**config.mk**
```make
export PLATFORM = sky130hd
export DESIGN_NAME = pe_seq_ctrl
export DESIGN_NICKNAME = d
export VERILOG_FILES = /design/src/rtl/pe_pkg.sv /design/src/rtl/pe_lat_pipe.sv /design/src/rtl/pe_seq_ctrl.sv
export SDC_FILE = /design/constraint.sdc
export NUM_CORES = 1
export LEC_CHECK = 0
export ABC_AREA = 0
export CAP_MARGIN = 0
export CELL_PAD_IN_SITES_DETAIL_PLACEMENT = 0
export CELL_PAD_IN_SITES_GLOBAL_PLACEMENT = 1
export CORE_UTILIZATION = 43
export CTS_BUF_LIST = sky130_fd_sc_hd__clkbuf_16
export DETAILED_ROUTE_END_ITERATION = 10
export DONT_BUFFER_PORTS = 1
export PLACE_DENSITY = 0.8
export RECOVER_POWER = 25
export SETUP_SLACK_MARGIN = 0.05
export SYNTH_ARGS = -nofsm -noshare
export SYNTH_HDL_FRONTEND = slang
export SYNTH_HIERARCHICAL = 1
export SYNTH_SLANG_ARGS = --single-unit
```
**constraint.sdc**
```tcl
create_clock -name clk -period 2.45 [get_ports clk]
set_clock_uncertainty 0.05 [all_clocks]
set_input_delay 0.6125 -clock clk [delete_from_list [all_inputs] [get_ports clk]]
set_output_delay 0.6125 -clock clk [all_outputs]
set_load 0.05 [all_outputs]
```
**src/rtl/pe_pkg.sv**
```systemverilog
// Shared types for the modular-arithmetic PE array: opcodes, parameter sets and
// the sequencer state encoding.
package pe_pkg;

    typedef enum logic [4:0] {
        MADD   = 5'd0,
        MSUB   = 5'd1,
        MMUL   = 5'd2,
        CT_BFO = 5'd3,
        GS_BFO = 5'd4,
        MCOPY  = 5'd5
    } pe_instr_t;

    typedef enum logic [4:0] {
        KEM_512  = 5'd0,
        KEM_768  = 5'd1,
        KEM_1024 = 5'd2,
        DSA_44   = 5'd3,
        DSA_65   = 5'd4,
        DSA_87   = 5'd5
    } pe_alg_t;

    typedef enum logic [1:0] {
        StIdle,
        StIssue,
        StDrain,
        StDone
    } seq_state_e;

endpackage

```
**src/rtl/pe_lat_pipe.sv**
```systemverilog
// LAT-deep valid+address shift register that tracks reads in flight through the
// PE array; the output stage is the write-back strobe.
module pe_lat_pipe #(
    parameter int unsigned LAT    = 3,
    parameter int unsigned ADDR_W = 8
) (
    input  logic              clk,
    input  logic              rst,
    input  logic              in_valid,
    input  logic [ADDR_W-1:0] in_addr,
    output logic              out_valid,
    output logic [ADDR_W-1:0] out_addr,
    output logic              empty
);

    logic [LAT-1:0]             valid_q;
    logic [LAT-1:0][ADDR_W-1:0] addr_q;
    logic [LAT-1:0]             behind;

    // Shifts every cycle; bubbles are simply entries with valid clear.
    always_ff @(posedge clk or posedge rst) begin
        if (rst) begin
            valid_q <= '0;
            addr_q  <= '0;
        end else begin
            valid_q[0] <= in_valid;
            addr_q[0]  <= in_addr;
            for (int i = 1; i < LAT; i++) begin
                valid_q[i] <= valid_q[i-1];
                addr_q[i]  <= addr_q[i-1];
            end
        end
    end

    // Empty means nothing valid behind the output stage, so an output-stage
    // valid seen together with empty is the final write of the stream.
    always_comb begin
        behind        = valid_q;
        behind[LAT-1] = 1'b0;
    end

    assign empty     = ~|behind;
    assign out_valid = valid_q[LAT-1];
    assign out_addr  = addr_q[LAT-1];

endmodule

```
**src/rtl/pe_seq_ctrl.sv**
```systemverilog
// Command sequencer for the PE array: latches one vector command, streams group
// reads, and retires the matching writes after the fixed pipeline latency.
module pe_seq_ctrl
    import pe_pkg::*;
#(
    parameter int unsigned NUM    = 4,
    parameter int unsigned ADDR_W = 8,
    parameter int unsigned LAT    = 3
) (
    input  logic              clk,
    input  logic              rst,
    input  logic              cmd_valid,
    output logic              cmd_ready,
    input  logic [4:0]        cmd_instr,
    input  logic [4:0]        cmd_alg,
    input  logic [ADDR_W-1:0] cmd_src0,
    input  logic [ADDR_W-1:0] cmd_src1,
    input  logic [ADDR_W-1:0] cmd_dst,
    input  logic [ADDR_W:0]   cmd_len,
    input  logic              hold,
    output logic [4:0]        pe_instr,
    output logic [4:0]        pe_alg,
    output logic              rd_en,
    output logic [ADDR_W-1:0] rd_addr0,
    output logic [ADDR_W-1:0] rd_addr1,
    output logic              wr_en,
    output logic [ADDR_W-1:0] wr_addr,
    output logic              busy,
    output logic              done
);

    if (LAT < 1 || LAT > 8 || NUM == 0) begin : g_param_check
        $error("pe_seq_ctrl: LAT must be 1..8 and NUM nonzero");
    end

    seq_state_e        state_q, state_d;
    logic [ADDR_W:0]   idx_q, idx_d;
    logic [ADDR_W:0]   len_q;
    logic [ADDR_W:0]   last_idx;
    pe_instr_t         instr_q;
    pe_alg_t           alg_q;
    logic [ADDR_W-1:0] src0_q, src1_q, dst_q;
    logic              accept;
    logic              pipe_empty;

    assign accept   = (state_q == StIdle) && cmd_valid;
    assign last_idx = len_q - (ADDR_W+1)'(1);

    always_ff @(posedge clk or posedge rst) begin
        if (rst) begin
            state_q <= StIdle;
        end else begin
            state_q <= state_d;
        end
    end

    always_comb begin
        state_d = state_q;
        unique case (state_q)
            StIdle: begin
                if (cmd_valid) begin
                    state_d = (cmd_len == '0) ? StDone : StIssue;
                end
            end
            StIssue: begin
                if (!hold && idx_q == last_idx) begin
                    state_d = StDrain;
                end
            end
            StDrain: begin
                if (wr_en && pipe_empty) begin
                    state_d = StDone;
                end
            end
            StDone:  state_d = StIdle;
            default: state_d = StIdle;
        endcase
    end

    always_comb begin
        cmd_ready = (state_q == StIdle);
        busy      = (state_q != StIdle);
        done      = (state_q == StDone);
        rd_en     = (state_q == StIssue) && !hold;
    end

    always_comb begin
        idx_d = idx_q;
        if (accept) begin
            idx_d = '0;
        end else if (rd_en) begin
            idx_d = idx_q + (ADDR_W+1)'(1);
        end
    end

    // Command fields are only sampled on accept, so later cmd_* changes are ignored.
    always_ff @(posedge clk or posedge rst) begin
        if (rst) begin
            idx_q   <= '0;
            len_q   <= '0;
            instr_q <= MADD;
            alg_q   <= KEM_512;
            src0_q  <= '0;
            src1_q  <= '0;
            dst_q   <= '0;
        end else begin
            idx_q <= idx_d;
            if (accept) begin
                len_q   <= cmd_len;
                instr_q <= pe_instr_t'(cmd_instr);
                alg_q   <= pe_alg_t'(cmd_alg);
                src0_q  <= cmd_src0;
                src1_q  <= cmd_src1;
                dst_q   <= cmd_dst;
            end
        end
    end

    assign pe_instr = instr_q;
    assign pe_alg   = alg_q;
    assign rd_addr0 = src0_q + idx_q[ADDR_W-1:0];
    assign rd_addr1 = src1_q + idx_q[ADDR_W-1:0];

    pe_lat_pipe #(
        .LAT    (LAT),
        .ADDR_W (ADDR_W)
    ) u_lat_pipe (
        .clk       (clk),
        .rst       (rst),
        .in_valid  (rd_en),
        .in_addr   (dst_q + idx_q[ADDR_W-1:0]),
        .out_valid (wr_en),
        .out_addr  (wr_addr),
        .empty     (pipe_empty)
    );

endmodule

```
Word-level counts from Yosys, hierarchy flattened
Cells that the tools add are included.

operators by class
  reduce and logical (&&, ||, !) cells = 12
  add/sub/neg operators = 5
  multiplexer cells = 7
  eq/ne operators = 7

operator list
  kind                                                                    number
  8-bit adder                                                             3
  9-bit two-way mux                                                       2
  9-bit by 1-bit adder with 9-bit output (second input constant)          1
  9-bit equality test                                                     1
  9-bit zero test                                                         1
  9-bit by 1-bit subtractor with 9-bit output (second input constant)     1
  2-bit two-way mux                                                       4
  2-bit case mux with 4 select lines                                      1
  2-bit != test (second input constant)                                   3
  2-bit equality test (second input constant)                             2
  1-bit logical AND                                                       4
  2-bit nonzero test                                                      2
  3-bit AND reduction                                                     1
  2-bit by 1-bit equality test with 1-bit output (second input constant)  1
  1-bit zero test                                                         2
  2-bit zero test                                                         1
  2-bit OR reduction                                                      1

storage, ports and cells
  logic and storage cells = 43
  output and inout port bits = 39
  bits of input ports = 47
  register bits after elaboration = 81

Longest topological paths before layout
  depth in word-level cells = 5
  mapped depth = 9
  mapped depth without buffers = 9

By module
The synthesis kept the hierarchy.

modules (own cells, without submodules)
  module       times used  cells an instance  area an instance (sq um)  sequential area each (sq um)
  pe_seq_ctrl  1           388                3335.7                    1351.3
  pe_lat_pipe  1           37                 743.2                     675.6

Least setup slack after synthesis
Ideal clock, no wire load.

  kind = flip-flop to output port
  start point = register idx_q[0]
  end point = output port rd_addr0[6]
  stages on the path, launching flop included = 10
  arrival time = 2339 ps
  path buffers = 0
  data required time = 1788 ps
  slack = -552 ps
  path through = dfrtp_1 > ha_1 > inv_1 > fa_1 > nor2b_1 > o21ai_1 > nand2b_1 > a21o_1 > a21oi_1 > xnor2_1

on the way
  word-level cells in the longest chain between the ends = 1

RTL lines
  element                 RTL line            text
  from (decl)             pe_seq_ctrl.sv:37   logic [ADDR_W:0] idx_q, idx_d;
  from (signal assigned)  pe_seq_ctrl.sv:107  idx_q <= idx_d;
  8-bit adder             pe_seq_ctrl.sv:121  assign rd_addr0 = src0_q + idx_q[ADDR_W-1:0];
  to (decl)               pe_seq_ctrl.sv:24   output logic [ADDR_W-1:0] rd_addr0,

Every way passes these cells.

Final worst setup path
  start point = register idx_q[1]
  end point = output port rd_addr1[7]

on the way
  word-level cells in the longest chain between the ends = 1

RTL lines
  element      RTL line            text
  8-bit adder  pe_seq_ctrl.sv:122  assign rd_addr1 = src1_q + idx_q[ADDR_W-1:0];
  to (decl)    pe_seq_ctrl.sv:25   output logic [ADDR_W-1:0] rd_addr1,

Every way passes these cells.

==> results.txt <==
The distinct cell type count after synthesis is 46. The post-placement cell area came out at 4695 sq um. For this design the static power due to leakage is 2.604 nW. The fmax is 349.1 MHz. The number of max-slew violations in the final report is 0.

The first global-routing pass estimated 14250 microns of wire. The highest net fanout along the worst path came out at 4. The number of port buffers came out at 0. The overall die area is 9879 sq um. The critical path starts at idx_q[1]$_DFFE_PP0P_. The average cell area after synthesis came out at 9.597 sq um.

Of the available clock period, the critical path in the final layout requires 1.169. The initial core utilization is 0.4435. The final reports fail on negative setup slack.

The count of mapped cells out of synthesis is 425. The TritonCTS clock tree is done. The clock period minus final worst setup slack is 2.864 ns. The floorplan has 35 rows. The post-synthesis async set-or-reset flop share is 1.000. The number of nets in the finished design came out at 539. The proportion of synthesized chip area in sequential cells is 0.4969. The number of flops mapped to enable cells by yosys came out at 0. Setup slack on the critical path of the routed design comes to -0.4144 ns. In this run the most critical hold path is launched from u_lat_pipe/addr_q[10]$_DFF_PP0_. 0 antenna diodes ended up in the layout. The design area came out at 5174 sq um. The number of CTS-inserted buffers came out at 9. The placed wire-length estimate after detailed placement came out at 6060 microns. The worst setup path is captured at a primary output. Clock-pin slew was measured on the worst setup and hold paths at 0.06 ns.

The maximum VDD drop came out at 0.0006922 V. The top flip-flop cell by instance count after synthesis is dfrtp_1. The synthesis warning total is 6. The total count of hold-check failures in the final report is 0.

The synthesized net count is 502. The startpoint identified for the worst register-to-register timing path is len_q[0]$_DFFE_PP0P_. The number of vias after detailed routing is 2944. The run finished, with violations left.

The buffer depth of the longest clock path came out at 2. After detailed routing, the average wire length per cell comes to 14.87 microns. The worst setup path is of the reg2out kind.

The total number of clock tree sinks came out at 81. The clock latency on the worst-skew pair is 0.34 ns. Setup repair after global routing could not meet its margin everywhere.

The worst-case setup slack after placement is -0.2179 ns. The synthesis-stage register bit count is 81. The worst setup path is launched from a register. The post-synthesis instance area came out at 4079 sq um. The post-detailed-route DRC marker count came out at 0.

The ratio of total power to cell area is 1556 nW/um^2. The area growth from synthesis to layout is 26.84%. The congestion estimate from routability-driven global placement came to 0.8507. The horizontal die dimension came out at 99.40 microns.

The detailed-routing iteration count for the pre-antenna-repair pass came out at 4. After layout, the design draws a total of 0.008049 W. The share of layout cells above drive strength 1 came out at 0.2248. The number of violations of the max-capacitance limit is 0. The core region area is 9196 sq um. The initial detailed-routing violation count is 103. Headroom to the max-slew limit came out at 0.07839.

STA puts the critical path data required time at 1.79 ns. The global-route total usage across every layer came out at 0.1880. The clock root buffer is clkbuf_16. Entering global routing, the biggest net connects 58 pins. The detailed-route wire length is 8595 microns.

The boundary pin count came out at 86. The clock tree synthesis step divided the H-tree into 3 levels. The remaining antenna violation count after routing came out at 0. At the pin with the least slew margin, the transition time is 1.382 ns. The average vias per placed instance is 5.093.

From bottom edge to top edge, the die measures 99.40 microns. Data on the critical path arrives at its endpoint at 2.20 ns. The path class of the tightest hold or removal check is reg2reg. For this run the aggregate overflow at the end of global routing stands at 0. The number of setup violations in the final report came out at 10. The initial antenna violation count came to 0.

The via count of the first global-routing pass is 3048.
[sequential cells by signal (all words and copies together), names as in the netlist]
signal	count
u_lat_pipe/addr_q	16
idx_q	9
len_q	9
dst_q	8
src0_q	8
src1_q	8
u_lat_pipe/out_addr	8
pe_alg	5
pe_instr	5
u_lat_pipe/valid_q	3
state_q	2
[through the flow]
| step | setup TNS (ns) | util | hold slack, ns | std cells |
|---|---|---|---|---|
| after floorplan | -0.4185 | - | 0.2812 | 425 |
| after global placement | -0.4185 | 0.5105 | 0.2825 | 559 |
| after detailed placement | -0.5417 | 0.5105 | 0.2864 | 559 |
| after CTS | -2.721 | 0.5585 | 0.1666 | 577 |
| after global routing | -3.632 | 0.5626 | 0.3078 | 578 |
| final | -2.646 | 0.5626 | 0.2985 | 578 |
[synth_stat cells (2+ instances only)]
cell	n	area, sq um
nor3_1	5	25.02
buf_1	4	15.01
nor2_1	22	82.58
or4_1	2	15.01
fa_1	3	60.06
nor4_1	2	12.51
nand4_1	3	18.77
o21bai_1	3	22.52
xor2_1	11	96.34
ha_1	27	337.8
nand2_1	126	473.0
a311o_1	2	20.02
nand2b_1	2	12.51
clkbuf_1	9	33.78
o41ai_1	3	26.28
xnor2_1	24	210.2
inv_1	22	82.58
nand3_1	3	15.01
o21ai_1	9	45.04
dfrtp_1	81	2027
or3_1	2	12.51
buf_4	8	60.06
o21a_1	5	37.54
and2_1	2	12.51
nor2b_1	8	50.05
a21oi_1	12	60.06
a21o_1	6	45.04
[path summary, 6_finish.rpt]
path,endpoint,cells after the start,slack (ns)
min in group asynchronous,dst_q[4]$_DFFE_PP0P_,2,0.56
worst max-delay path,rd_addr1[7],7,-0.41
worst max register to register,state_q[0]$_DFFE_PP0P_,8,0.24
worst min register to register,u_lat_pipe/out_addr[2]$_DFF_PP0_,0,0.30
worst min-delay path,u_lat_pipe/out_addr[2]$_DFF_PP0_,0,0.30
max in group asynchronous,idx_q[1]$_DFFE_PP0P_,2,0.87
[logic make-up (layout without fill, tap and decap cells)]
logic type	count (synthesis)	count (layout)	synth area share
multiplexers	1	1	0.002454
flip-flops	81	81	0.4969
AND/OR/NAND/NOR	182	182	0.1890
buffers and inverters	45	87	0.04908
adder cells (fa/ha/maj)	30	30	0.09755
XOR/XNOR	35	35	0.07515
AO/OA/AOI/OAI	51	51	0.08988
[repair_timing]
| action | CTS | global route |
|---|---|---|
| endpoints found under the hold margin | 0 | 0 |
| pin swaps | 16 | 5 |
| hold buffers | 0 | 0 |
| gates resized for setup | 18 | 9 |
| buffers inserted | 3 | 3 |
| setup endpoints to repair | 13 | 16 |
[critical path, cell delays in order, from the launching register on]
cell	delay, ns
dfrtp_2	0.46
ha_4	0.23
a21o_1	0.16
a21oi_2	0.14
nor2b_1	0.07
o21a_2	0.22
o41ai_4	0.34
xnor2_4	0.25
[cell usage in the layout, fill, tap and decap left out, types with 9 or more instances in the layout]
cell type / count
buf_4: 34
clkbuf_16: 9
dfrtp_1: 79
ha_1: 23
inv_1: 17
nand2_1: 126
nor2_1: 20
o21ai_1: 9
xnor2_1: 13
xor2_1: 10
[report_power, final]
part / total, W / switching (W) / internal, W
clock network: 0.00138 / 0.000570 / 0.000807
logic: 0.00388 / 0.00222 / 0.00166
registers: 0.00279 / 0.000876 / 0.00191
[final cells by class]
type                            instances  area (sq um)
Inverter                               23         92.59
Sequential cell                        81          2029
Tap cell                              111         138.9
Multi-Input combinational cell        299          2145
Fill cell                             813          4023
Clock buffer                            9         225.2
Timing Repair Buffer                   48         460.4
Clock inverter                          7         82.58
[layer usage]
metal / wire length, microns / track usage / share of wire / vias up
met2: 4387 / 0.3259 / 0.51 / 76
met1: 3676 / 0.2253 / 0.43 / 1401
li1: - / - / - / 1450
met4: 168 / 0.07353 / 0.020 / 0
met5: 0 / 0 / 0 / -
met3: 361 / 0.04638 / 0.042 / 17
No activity file was read; power rests on OpenSTA's default activity.
